--- src/rtl/riscv_pkg.sv ---
// Shared RV32I decode types: opcodes, immediate formats,
// decode FSM states and the ID/EX pipeline bundle.
package riscv_pkg;

  localparam int XW = 32;
  localparam int RW = 5;

  localparam logic [6:0] OP_LOAD   = 7'b0000011;
  localparam logic [6:0] OP_STORE  = 7'b0100011;
  localparam logic [6:0] OP_BRANCH = 7'b1100011;
  localparam logic [6:0] OP_JAL    = 7'b1101111;
  localparam logic [6:0] OP_JALR   = 7'b1100111;
  localparam logic [6:0] OP_LUI    = 7'b0110111;
  localparam logic [6:0] OP_AUIPC  = 7'b0010111;
  localparam logic [6:0] OP_OP     = 7'b0110011;
  localparam logic [6:0] OP_OPIMM  = 7'b0010011;

  typedef enum logic [2:0] {
    IMM_I,
    IMM_S,
    IMM_B,
    IMM_U,
    IMM_J,
    IMM_NONE
  } imm_type_t;

  typedef enum logic {
    ST_RUN,
    ST_WB_WAIT
  } id_state_t;

  typedef struct packed {
    logic [XW-1:0] pc;
    logic [XW-1:0] a;
    logic [XW-1:0] b;
    logic [XW-1:0] imm;
    logic [RW-1:0] rs1;
    logic [RW-1:0] rs2;
    logic [RW-1:0] rd;
    logic [6:0]    opcode;
    logic [2:0]    funct3;
    logic          funct7b5;
    logic          is_load;
  } id_ex_t;

endpackage

--- src/rtl/id_operand_stage_imm_gen.sv ---
// Immediate generator: classifies instr by opcode and builds
// the sign-extended immediate. Ports: instr in; imm_type, imm out.
module imm_gen
  import riscv_pkg::*;
(
  input  logic [31:0] instr,
  output imm_type_t   imm_type,
  output logic [31:0] imm
);

  logic [6:0] op;
  assign op = instr[6:0];

  always_comb begin
    imm_type = IMM_NONE;
    unique case (1'b1)
      (op == OP_LOAD) || (op == OP_OPIMM) || (op == OP_JALR):
        imm_type = IMM_I;
      (op == OP_STORE):
        imm_type = IMM_S;
      (op == OP_BRANCH):
        imm_type = IMM_B;
      (op == OP_LUI) || (op == OP_AUIPC):
        imm_type = IMM_U;
      (op == OP_JAL):
        imm_type = IMM_J;
      default:
        imm_type = IMM_NONE;
    endcase
  end

  always_comb begin
    imm = '0;
    unique case (imm_type)
      IMM_I: imm = {{20{instr[31]}}, instr[31:20]};
      IMM_S: imm = {{20{instr[31]}}, instr[31:25],
                    instr[11:7]};
      IMM_B: imm = {{19{instr[31]}}, instr[31], instr[7],
                    instr[30:25], instr[11:8], 1'b0};
      IMM_U: imm = {instr[31:12], 12'b0};
      IMM_J: imm = {{11{instr[31]}}, instr[31],
                    instr[19:12], instr[20],
                    instr[30:21], 1'b0};
      default: imm = '0;
    endcase
  end

endmodule

--- src/rtl/id_operand_stage.sv ---
// Decode/operand-fetch stage: regfile reads, immediates, load-use
// and writeback hazards, ID/EX register with valid/ready handshake.
// Ports: id_* from IF/ID, ra*/rd* regfile, wb_* writeback, flush,
// ex_* to execute. Macro ID_WB_BYPASS_EN forwards same-cycle wb data
// instead of stalling one cycle in WB_WAIT.
module id_operand_stage
  import riscv_pkg::*;
#(
  parameter int XLEN = 32,
  parameter int AW   = 5
) (
  input  logic            clk,
  input  logic            rst_n,
  input  logic            id_valid,
  output logic            id_ready,
  input  logic [31:0]     id_instr,
  input  logic [XLEN-1:0] id_pc,
  output logic [AW-1:0]   ra1,
  output logic [AW-1:0]   ra2,
  input  logic [XLEN-1:0] rd1,
  input  logic [XLEN-1:0] rd2,
  input  logic            wb_we,
  input  logic [AW-1:0]   wb_wa,
  input  logic [XLEN-1:0] wb_wd,
  input  logic            flush,
  input  logic            ex_ready,
  output logic            ex_valid,
  output logic [XLEN-1:0] ex_pc,
  output logic [XLEN-1:0] ex_a,
  output logic [XLEN-1:0] ex_b,
  output logic [XLEN-1:0] ex_imm,
  output logic [AW-1:0]   ex_rs1,
  output logic [AW-1:0]   ex_rs2,
  output logic [AW-1:0]   ex_rd,
  output logic [6:0]      ex_opcode,
  output logic [2:0]      ex_funct3,
  output logic            ex_funct7b5,
  output logic            ex_is_load
);

  logic [6:0]    op;
  logic [AW-1:0] rs1, rs2, rd;
  imm_type_t     imm_type;
  logic [31:0]   imm;
  logic          uses_rs1, uses_rs2;
  logic          slot_free, load_hz;
  logic          wb_hz_raw, wb_hz;
  logic          accept;
  logic [XLEN-1:0] opa, opb;
  id_state_t     state, state_d;
  id_ex_t        ex_q, ex_d;
  logic          valid_q;

  assign op  = id_instr[6:0];
  assign rs1 = id_instr[19:15];
  assign rs2 = id_instr[24:20];
  assign rd  = id_instr[11:7];
  assign ra1 = rs1;
  assign ra2 = rs2;

  imm_gen u_imm (
    .instr    (id_instr),
    .imm_type (imm_type),
    .imm      (imm)
  );

  assign uses_rs1 = !((op == OP_LUI) || (op == OP_AUIPC) ||
                      (op == OP_JAL));
  assign uses_rs2 = (op == OP_OP) || (imm_type == IMM_S) ||
                    (imm_type == IMM_B);

  assign slot_free = !valid_q || ex_ready;

  assign load_hz = valid_q && ex_q.is_load &&
                   (ex_q.rd != '0) &&
                   ((uses_rs1 && rs1 == ex_q.rd) ||
                    (uses_rs2 && rs2 == ex_q.rd));

`ifdef ID_WB_BYPASS_EN
  logic byp1, byp2;
  assign byp1 = wb_we && (wb_wa != '0) && (wb_wa == rs1);
  assign byp2 = wb_we && (wb_wa != '0) && (wb_wa == rs2);
  assign opa = (rs1 == '0) ? '0 : (byp1 ? wb_wd : rd1);
  assign opb = (rs2 == '0) ? '0 : (byp2 ? wb_wd : rd2);
  assign wb_hz_raw = 1'b0;
`else
  logic unused_wd;
  assign unused_wd = ^wb_wd;
  assign opa = (rs1 == '0) ? '0 : rd1;
  assign opb = (rs2 == '0) ? '0 : rd2;
  assign wb_hz_raw = wb_we && (wb_wa != '0) &&
                     ((uses_rs1 && wb_wa == rs1) ||
                      (uses_rs2 && wb_wa == rs2));
`endif

  // One stall cycle lets the regfile absorb the write;
  // in WB_WAIT the hazard is ignored and the read is fresh.
  always_comb begin
    state_d = ST_RUN;
    wb_hz   = 1'b0;
    unique case (state)
      ST_RUN: begin
        wb_hz = wb_hz_raw;
        if (wb_hz_raw && !flush)
          state_d = ST_WB_WAIT;
      end
      ST_WB_WAIT: state_d = ST_RUN;
      default:    state_d = ST_RUN;
    endcase
  end

  assign id_ready = rst_n && !flush && slot_free &&
                    !load_hz && !wb_hz;
  assign accept = id_valid && id_ready;

  always_comb begin
    ex_d          = '0;
    ex_d.pc       = id_pc;
    ex_d.a        = opa;
    ex_d.b        = opb;
    ex_d.imm      = imm;
    ex_d.rs1      = rs1;
    ex_d.rs2      = rs2;
    ex_d.rd       = rd;
    ex_d.opcode   = op;
    ex_d.funct3   = id_instr[14:12];
    ex_d.funct7b5 = id_instr[30];
    ex_d.is_load  = (op == OP_LOAD);
  end

  always_ff @(posedge clk or negedge rst_n) begin
    if (!rst_n) begin
      state <= ST_RUN;
    end else begin
      state <= state_d;
    end
  end

  always_ff @(posedge clk or negedge rst_n) begin
    if (!rst_n) begin
      valid_q <= 1'b0;
      ex_q    <= '0;
    end else if (flush) begin
      valid_q <= 1'b0;
    end else if (accept) begin
      valid_q <= 1'b1;
      ex_q    <= ex_d;
    end else if (slot_free) begin
      valid_q <= 1'b0;
    end
  end

  assign ex_valid    = valid_q;
  assign ex_pc       = ex_q.pc;
  assign ex_a        = ex_q.a;
  assign ex_b        = ex_q.b;
  assign ex_imm      = ex_q.imm;
  assign ex_rs1      = ex_q.rs1;
  assign ex_rs2      = ex_q.rs2;
  assign ex_rd       = ex_q.rd;
  assign ex_opcode   = ex_q.opcode;
  assign ex_funct3   = ex_q.funct3;
  assign ex_funct7b5 = ex_q.funct7b5;
  assign ex_is_load  = ex_q.is_load;

endmodule

--- config.mk ---
export PLATFORM = sky130hd
export DESIGN_NAME = id_operand_stage
export DESIGN_NICKNAME = d
export VERILOG_FILES = /design/src/rtl/riscv_pkg.sv /design/src/rtl/id_operand_stage_imm_gen.sv /design/src/rtl/id_operand_stage.sv
export SDC_FILE = /design/constraint.sdc
export NUM_CORES = 1
export LEC_CHECK = 0
export ABC_AREA = 1
export CAP_MARGIN = 20
export CORE_ASPECT_RATIO = 1.1
export CORE_MARGIN = 1
export CORE_UTILIZATION = 44
export CTS_CLUSTER_DIAMETER = 30
export CTS_CLUSTER_SIZE = 30
export DETAILED_ROUTE_END_ITERATION = 10
export PLACE_DENSITY = 0.82
export SLEW_MARGIN = 10
export SYNTH_ARGS = -nofsm -noshare
export SYNTH_HDL_FRONTEND = slang
export SYNTH_SLANG_ARGS = --single-unit
--- constraint.sdc ---
create_clock -name clk -period 2.55 [get_ports clk]
set_clock_uncertainty 0.15 [all_clocks]
set_input_delay 0.51 -clock clk [delete_from_list [all_inputs] [get_ports clk]]
set_output_delay 0.51 -clock clk [all_outputs]
set_load 0.005 [all_outputs]
==> results.json, run 1 <==
{
  "reg2reg_depth": 12,
  "clock_latency_ns": 0.43,
  "antenna_found_initial": 0,
  "peakVddDrop_mv": 0.4799,
  "avgSynthCellArea_sq_um": 7.737,
  "status": "completed",
  "use_met3_pct": 6.429,
  "min_period_ns": 2.442,
  "setup_viol": 0,
  "clk_pin_slew_ns": 0.06,
  "cp-end-kind": "primary output",
  "cap_violations": 0,
  "antenna-diode-count": 0,
  "drc": 0,
  "leakage_nw": 6.380,
  "slew_headroom_pct": 44.25,
  "busiest_layer": "met2",
  "powerDensity_nw_per_um2": 614.4,
  "min_path_type": "in -> reg",
  "initial_core_util_pct": 45.61,
  "hold_path_depth": 3,
  "vias": 8590,
  "grt_overflow": 0,
  "grt_pass1_vias": 8108,
  "die_w_um": 132.0,
  "area.growth.synth_to_final_pct": 50.09,
  "min_period_over_period_pct": 95.75,
  "worstPathArrival_ns": 1.78,
  "path_max_fanout": 3,
  "cts.sinks": 157,
  "num_io_pins": 338,
  "synth_top_area_cell": "dfrtp_1",
  "ys_warn_count": 0,
  "cp_slowest_cell": "clkdlybuf4s15_1",
  "yosys.area.top_type_share_pct": 48.04,
  "grt_pass1_wl_um": 42720,
  "cp_num_cells": 12,
  "io_buffers": 305,
  "vias_per_cell": 5.342,
  "hold_viol_final": 0,
  "wl_um": 26980,
  "max_stage_delay_ns": 0.21,
  "start_kind": "input port",
  "dieArea_sq_um": 19140,
  "synth_area_leaders": "dfrtp_1, nand2_1, nand4_1, inv_1, buf_6",
  "path_buf_inv": 4,
  "firstDrtPassIters": 7,
  "ys_ff_latch": 157,
  "critPathKind": "in -> out",
  "grt_max_degree": 127,
  "cts_tree": "built",
  "die-height_um": 145.0,
  "drt_iter0_markers": 613,
  "drive_gt1_share_pct": 10.00,
  "use_met2_pct": 46.24,
  "routedWlPerCell_um": 16.78,
  "syn_nets": 1228,
  "ant_nets": 0,
  "dp_hpwl_um": 17870,
  "rows": 51,
  "crit_required_ns": 1.89,
  "grtUsageTotal_pct": 28.01,
  "netlist_area_sq_um": 8178,
  "coreArea_sq_um": 17930,
  "ys_seq_area_share_pct": 48.04,
  "max_clock_freq_mhz": 409.6,
  "numCtsBuffers": 17,
  "cp_top_family": "simple AND/OR/NAND/NOR gates",
  "utilization_pct": 68.45,
  "path_cells": "clkdlybuf4s15_1, inv_2, nand2_4, nor2_4, nand2_4, nand2_4, inv_2, nand2_1, nand2_2, a21oi_4, and2_4, buf_6",
  "synthesis.instances": 1057,
  "clockBufferDepth": 2,
  "maxSlewViolCount": 0,
  "path_common_cell": "nand2_4",
  "synth_cell_types": 27,
  "clockRootBuffer": "clkbuf_16",
  "place_congestion": 0.8723,
  "grt_use_met1_pct": 34.96,
  "cts.htree.levels": 4,
  "tightest_slew_ns": 0.8362,
  "layout.nets": 1528,
  "whs_ns": 0.2217
}
-- what timing repair did --
action | 4_1_cts | 5_1_grt
pin swaps | 5 | 9
setup buffers | 4 | 1
cloned | 0 | 1
hold buffers | 1 | 0
hold endpoints to repair | 14 | 0
setup endpoints to repair | 127 | 127
resized for setup | 34 | 29
-- placed cells by master (no fill, tap or decap), types with 4 or more instances in the layout --
cell type | Yosys | layout
buf_4 | 23 | 58
inv_2 | 2 | 6
nand2_1 | 443 | 439
dfrtp_1 | 157 | 155
nor3_1 | 5 | 5
nand2_4 | 2 | 4
xnor2_1 | 7 | 7
dlymetal6s2s_1 | 0 | 4
nand3_1 | 39 | 37
o211ai_1 | 8 | 8
buf_12 | 0 | 9
inv_1 | 91 | 87
nor2_2 | 0 | 6
clkdlybuf4s50_1 | 0 | 280
nand4_1 | 179 | 179
clkbuf_16 | 0 | 18
nor2_1 | 14 | 8
dlygate4sd2_1 | 0 | 12
buf_6 | 18 | 5
-- flip-flops by register name, summed over array words and instances (netlist names) --
name and count:
ex_funct3 3, ex_rd 5, ex_is_load 1, ex_rs2 5, ex_funct7b5 1, ex_pc 32
ex_a 32, state 1, ex_opcode 7, ex_valid 1, ex_b 32, ex_imm 32
ex_rs1 5
-- power breakdown --
group	internal [mW]	leakage [nW]	switching [mW]	total, mW
Clock	1.39	0.274	1.11	2.50
Sequential	2.87	2.01	0.232	3.10
Combinational	1.12	4.10	0.812	1.93
-- stage by stage --
stage	instances	instance area (sq um)	setup slack, ns	TNS (ns)	total power, mW
final	1608	12270	0.1085	0	7.541
after global routing	1608	12270	-0.0001221	-0.0001221	7.917
after CTS	1605	12160	0.003161	0	7.562
after detailed placement	1568	11550	-0.6694	-84.62	5.041
after global placement	1568	11550	-0.6205	-71.84	4.995
after floorplan	1057	8178	0.2243	0	3.750
-- path summary, 6_finish.rpt --
check,slack [ns],end,startpoint
setup / recovery,0.11,id_ready,id_instr[4]
hold / removal,0.22,ex_opcode[2],id_instr[2]
setup reg to reg,0.21,ex_b[22],ex_rd[0]
hold reg to reg,0.32,ex_rs2[2],ex_rs2[2]
max in group asynchronous,0.75,ex_imm[11],rst_n
min in group asynchronous,0.42,ex_b[2],rst_n
-- layout make-up --
| type | count | area, sq um |
|---|---|---|
| clock buffer | 19 | 442.9 |
| clock inverter | 13 | 128.9 |
| fill | 1442 | 5657 |
| inverter | 93 | 349.1 |
| multi-input combinational | 710 | 3359 |
| sequential | 157 | 3931 |
| tap | 238 | 297.8 |
| timing repair buffer | 378 | 3765 |
-- logic make-up (layout without fill, tap and decap cells) --
group	after synthesis	count (layout)	synth area share (%)
AND/OR/NAND/NOR	688	688	38.17
buffers and inverters	190	503	11.69
flip-flops	157	157	48.04
AO/OA/AOI/OAI	12	12	1.025
XOR/XNOR	10	10	1.071
-- worst register-to-register path: stages, from the launching register on --
cell and delay (ns):
dfrtp_1 0.43, buf_4 0.16, nand2_1 0.05, nand2_1 0.05, nand3_1 0.07, nor2_1 0.04
nand2_1 0.07, nand2_2 0.07, a21oi_4 0.15, buf_4 0.36, clkbuf_16 0.41, nand4_1 0.15
nand2_1 0.12
-- Yosys cell counts --
cell / n
a21oi_1: 1
a21oi_2: 1
and2_1: 1
buf_1: 3
buf_2: 17
buf_4: 23
buf_6: 18
clkbuf_1: 36
dfrtp_1: 157
inv_1: 91
inv_2: 2
nand2_1: 443
nand2_2: 1
nand2_4: 2
nand3_1: 39
nand3b_1: 1
nand4_1: 179
nor2_1: 14
nor2_4: 1
nor3_1: 5
nor4_1: 1
o211ai_1: 8
o21ai_0: 1
o21ai_1: 1
or2_2: 1
xnor2_1: 7
xor2_1: 3
-- routing by layer --
metal | wire [um] | vias up | part of all wire [%]
li1 | - | 4054 | -
met5 | 0 | - | 0
met4 | 932 | 0 | 3.5
met3 | 2159 | 66 | 8.0
met1 | 10630 | 4027 | 39
met2 | 13260 | 443 | 49
Power figures use the tool's default switching activity.
==> inputs of run 2 (changes only) <==
--- a/config.mk
+++ b/config.mk
@@ -13,6 +13,7 @@
 export CTS_CLUSTER_DIAMETER = 30
 export CTS_CLUSTER_SIZE = 30
 export DETAILED_ROUTE_END_ITERATION = 10
+export GPL_TIMING_DRIVEN = 0
 export PLACE_DENSITY = 0.82
 export SLEW_MARGIN = 10
 export SYNTH_ARGS = -nofsm -noshare
==> run 2 against run 1 <==
Critical path type unchanged. Wire length rose by 6.5%. Non-clock buffer count rose by 41. Register-to-register slack improved by 0.22 ns. Cell count rose by 2.5%. Clock power rose by 7%. Sequential share of layout area fell by 0.61 points. Sequential power barely moved. Count of clock-buffer cells in the layout rose by 2. Worst setup slack got worse by 0.086 ns. Hold slack got worse by 0.22 ns. Global-route usage rose by 2.4 points. Flip-flop and latch count did not move.
==> results.json, run 2 (same netlist as run 1, synthesis figures left out) <==
{
  "status": "completed",
  "powerDensity_nw_per_um2": 622.5,
  "dp_hpwl_um": 20510,
  "rsz0062_at_grt": "yes",
  "drt_iter0_markers": 582,
  "clockRootBuffer": "clkbuf_16",
  "grtUsageTotal_pct": 30.42,
  "cap_violations": 0,
  "clockBufferDepth": 2,
  "dieArea_sq_um": 19140,
  "area.growth.synth_to_final_pct": 53.05,
  "setup_viol": 0,
  "coreArea_sq_um": 17930,
  "grt_overflow": 0,
  "swShare_pct": 27.66,
  "multiInputGateArea_sq_um": 3367,
  "rows": 51,
  "numCtsBuffers": 17,
  "num_io_pins": 338,
  "crit_required_ns": 1.89,
  "routedWlPerCell_um": 17.43,
  "power.net_switching_mw": 2.155,
  "utilization_pct": 69.80,
  "design_area_sq_um": 12520,
  "ant_nets": 0,
  "cts.sinks": 157,
  "min_period_over_period_pct": 99.12,
  "die_w_um": 132.0,
  "io_buffers": 301,
  "fillers": 1461,
  "grt_pass1_vias": 8712,
  "min_period_ns": 2.528,
  "place_congestion": 0.9073,
  "slew_headroom_pct": 49.15,
  "wl_um": 28740,
  "p_int_mw": 5.636,
  "start_kind": "input port",
  "cts.htree.levels": 4,
  "grt_max_degree": 49,
  "worstPathArrival_ns": 1.87,
  "clock_latency_ns": 0.42,
  "drc": 0,
  "grt_pass1_wl_um": 45540,
  "tightest_slew_ns": 0.7628,
  "setup_ws_ns": 0.02248,
  "antenna-diode-count": 0,
  "vias_per_cell": 5.302,
  "cts_tree": "built",
  "peakVddDrop_mv": 0.4558,
  "drive_gt1_share_pct": 10.91,
  "power.share.combinational_pct": 25.7,
  "dp_slack_ns": -1.169,
  "firstDrtPassIters": 5,
  "layout.nets": 1569,
  "critPathKind": "in -> out",
  "leakage_nw": 6.421,
  "layout_commonest_cell": "nand2_1",
  "antenna_found_initial": 0,
  "whs_ns": 0.004344,
  "max_clock_freq_mhz": 395.6,
  "clk_pin_slew_ns": 0.07,
  "ff_latch_area_sq_um": 3933,
  "path_max_fanout": 10,
  "hold_viol_final": 0,
  "tns_ns": 0,
  "maxSlewViolCount": 0,
  "final_cell_mix": "nand2_1, clkdlybuf4s50_1, nand4_1",
  "min_path_type": "in -> async",
  "p_clk_share_pct": 34.3,
  "p_seq_share_pct": 40.0,
  "initial_core_util_pct": 45.61,
  "cp-end-kind": "primary output",
  "vias": 8743,
  "die-height_um": 145.0,
  "placed_area_sq_um": 11520
}
run 2: through the flow:
| step | cells | power [mW] |
|---|---|---|
| after floorplan | 1057 | 3.750 |
| after global placement | 1596 | 5.013 |
| after detailed placement | 1597 | 5.064 |
| after CTS | 1646 | 7.799 |
| after global routing | 1649 | 8.137 |
| final | 1649 | 7.791 |
run 2: power groups by stage:
stage                     sequential (mW)  combinational, mW  clock, mW
after floorplan                      3.15              0.595          0
after CTS                            3.11               1.99       2.70
after global routing                 3.16               2.17       2.81
after global placement               3.14               1.88          0
after detailed placement             3.15               1.92          0
final                                3.12               2.00       2.67
run 2: final timing paths:
kind / to / from / cells after the start / slack, ns
max: id_ready / id_instr[16] / 10 / 0.02
min: ex_a[2] / rst_n / 3 / 0.004
max reg2reg: ex_a[23] / ex_rd[4] / 10 / 0.43
min reg2reg: ex_opcode[4] / ex_opcode[4] / 2 / 0.32
max in group asynchronous: ex_rd[3] / rst_n / 4 / 1.45
min in group clk: ex_opcode[4] / id_instr[4] / 3 / 0.25
run 2: cell type report:
cell class                      count  share of cell area, %
Timing Repair Buffer              322                  26.56
Sequential cell                   157                  31.42
Buffer                             97                  4.988
Clock inverter                     11                  1.260
Clock buffer                       21                  3.679
Tap cell                          238                  2.379
Multi-Input combinational cell    710                  26.90
Inverter                           93                  2.809
run 2: routing by layer:
layer	part of all wire, %	track usage [%]
met1	40	36.02
met2	48	51.48
met3	8.1	7.477
met4	4.0	14.71
met5	0	0
run 2: critical path, stage by stage:
cell             delay, ns
clkdlybuf4s15_2       0.29
xnor2_1               0.19
nand3_1               0.09
nor2_1                0.11
nand2_1               0.07
nand2_2               0.08
nand2_4               0.09
buf_8                 0.15
and2_4                0.16
buf_6                 0.11
run 2: timing repair:
item                                    CTS  global route
hold buffers                              6             0
gates resized for setup                  81            12
setup buffers                             8             3
endpoints found under the setup margin  151             1
hold endpoints to repair                 62             0
gates cloned                              3             0
pin swaps                                13            10
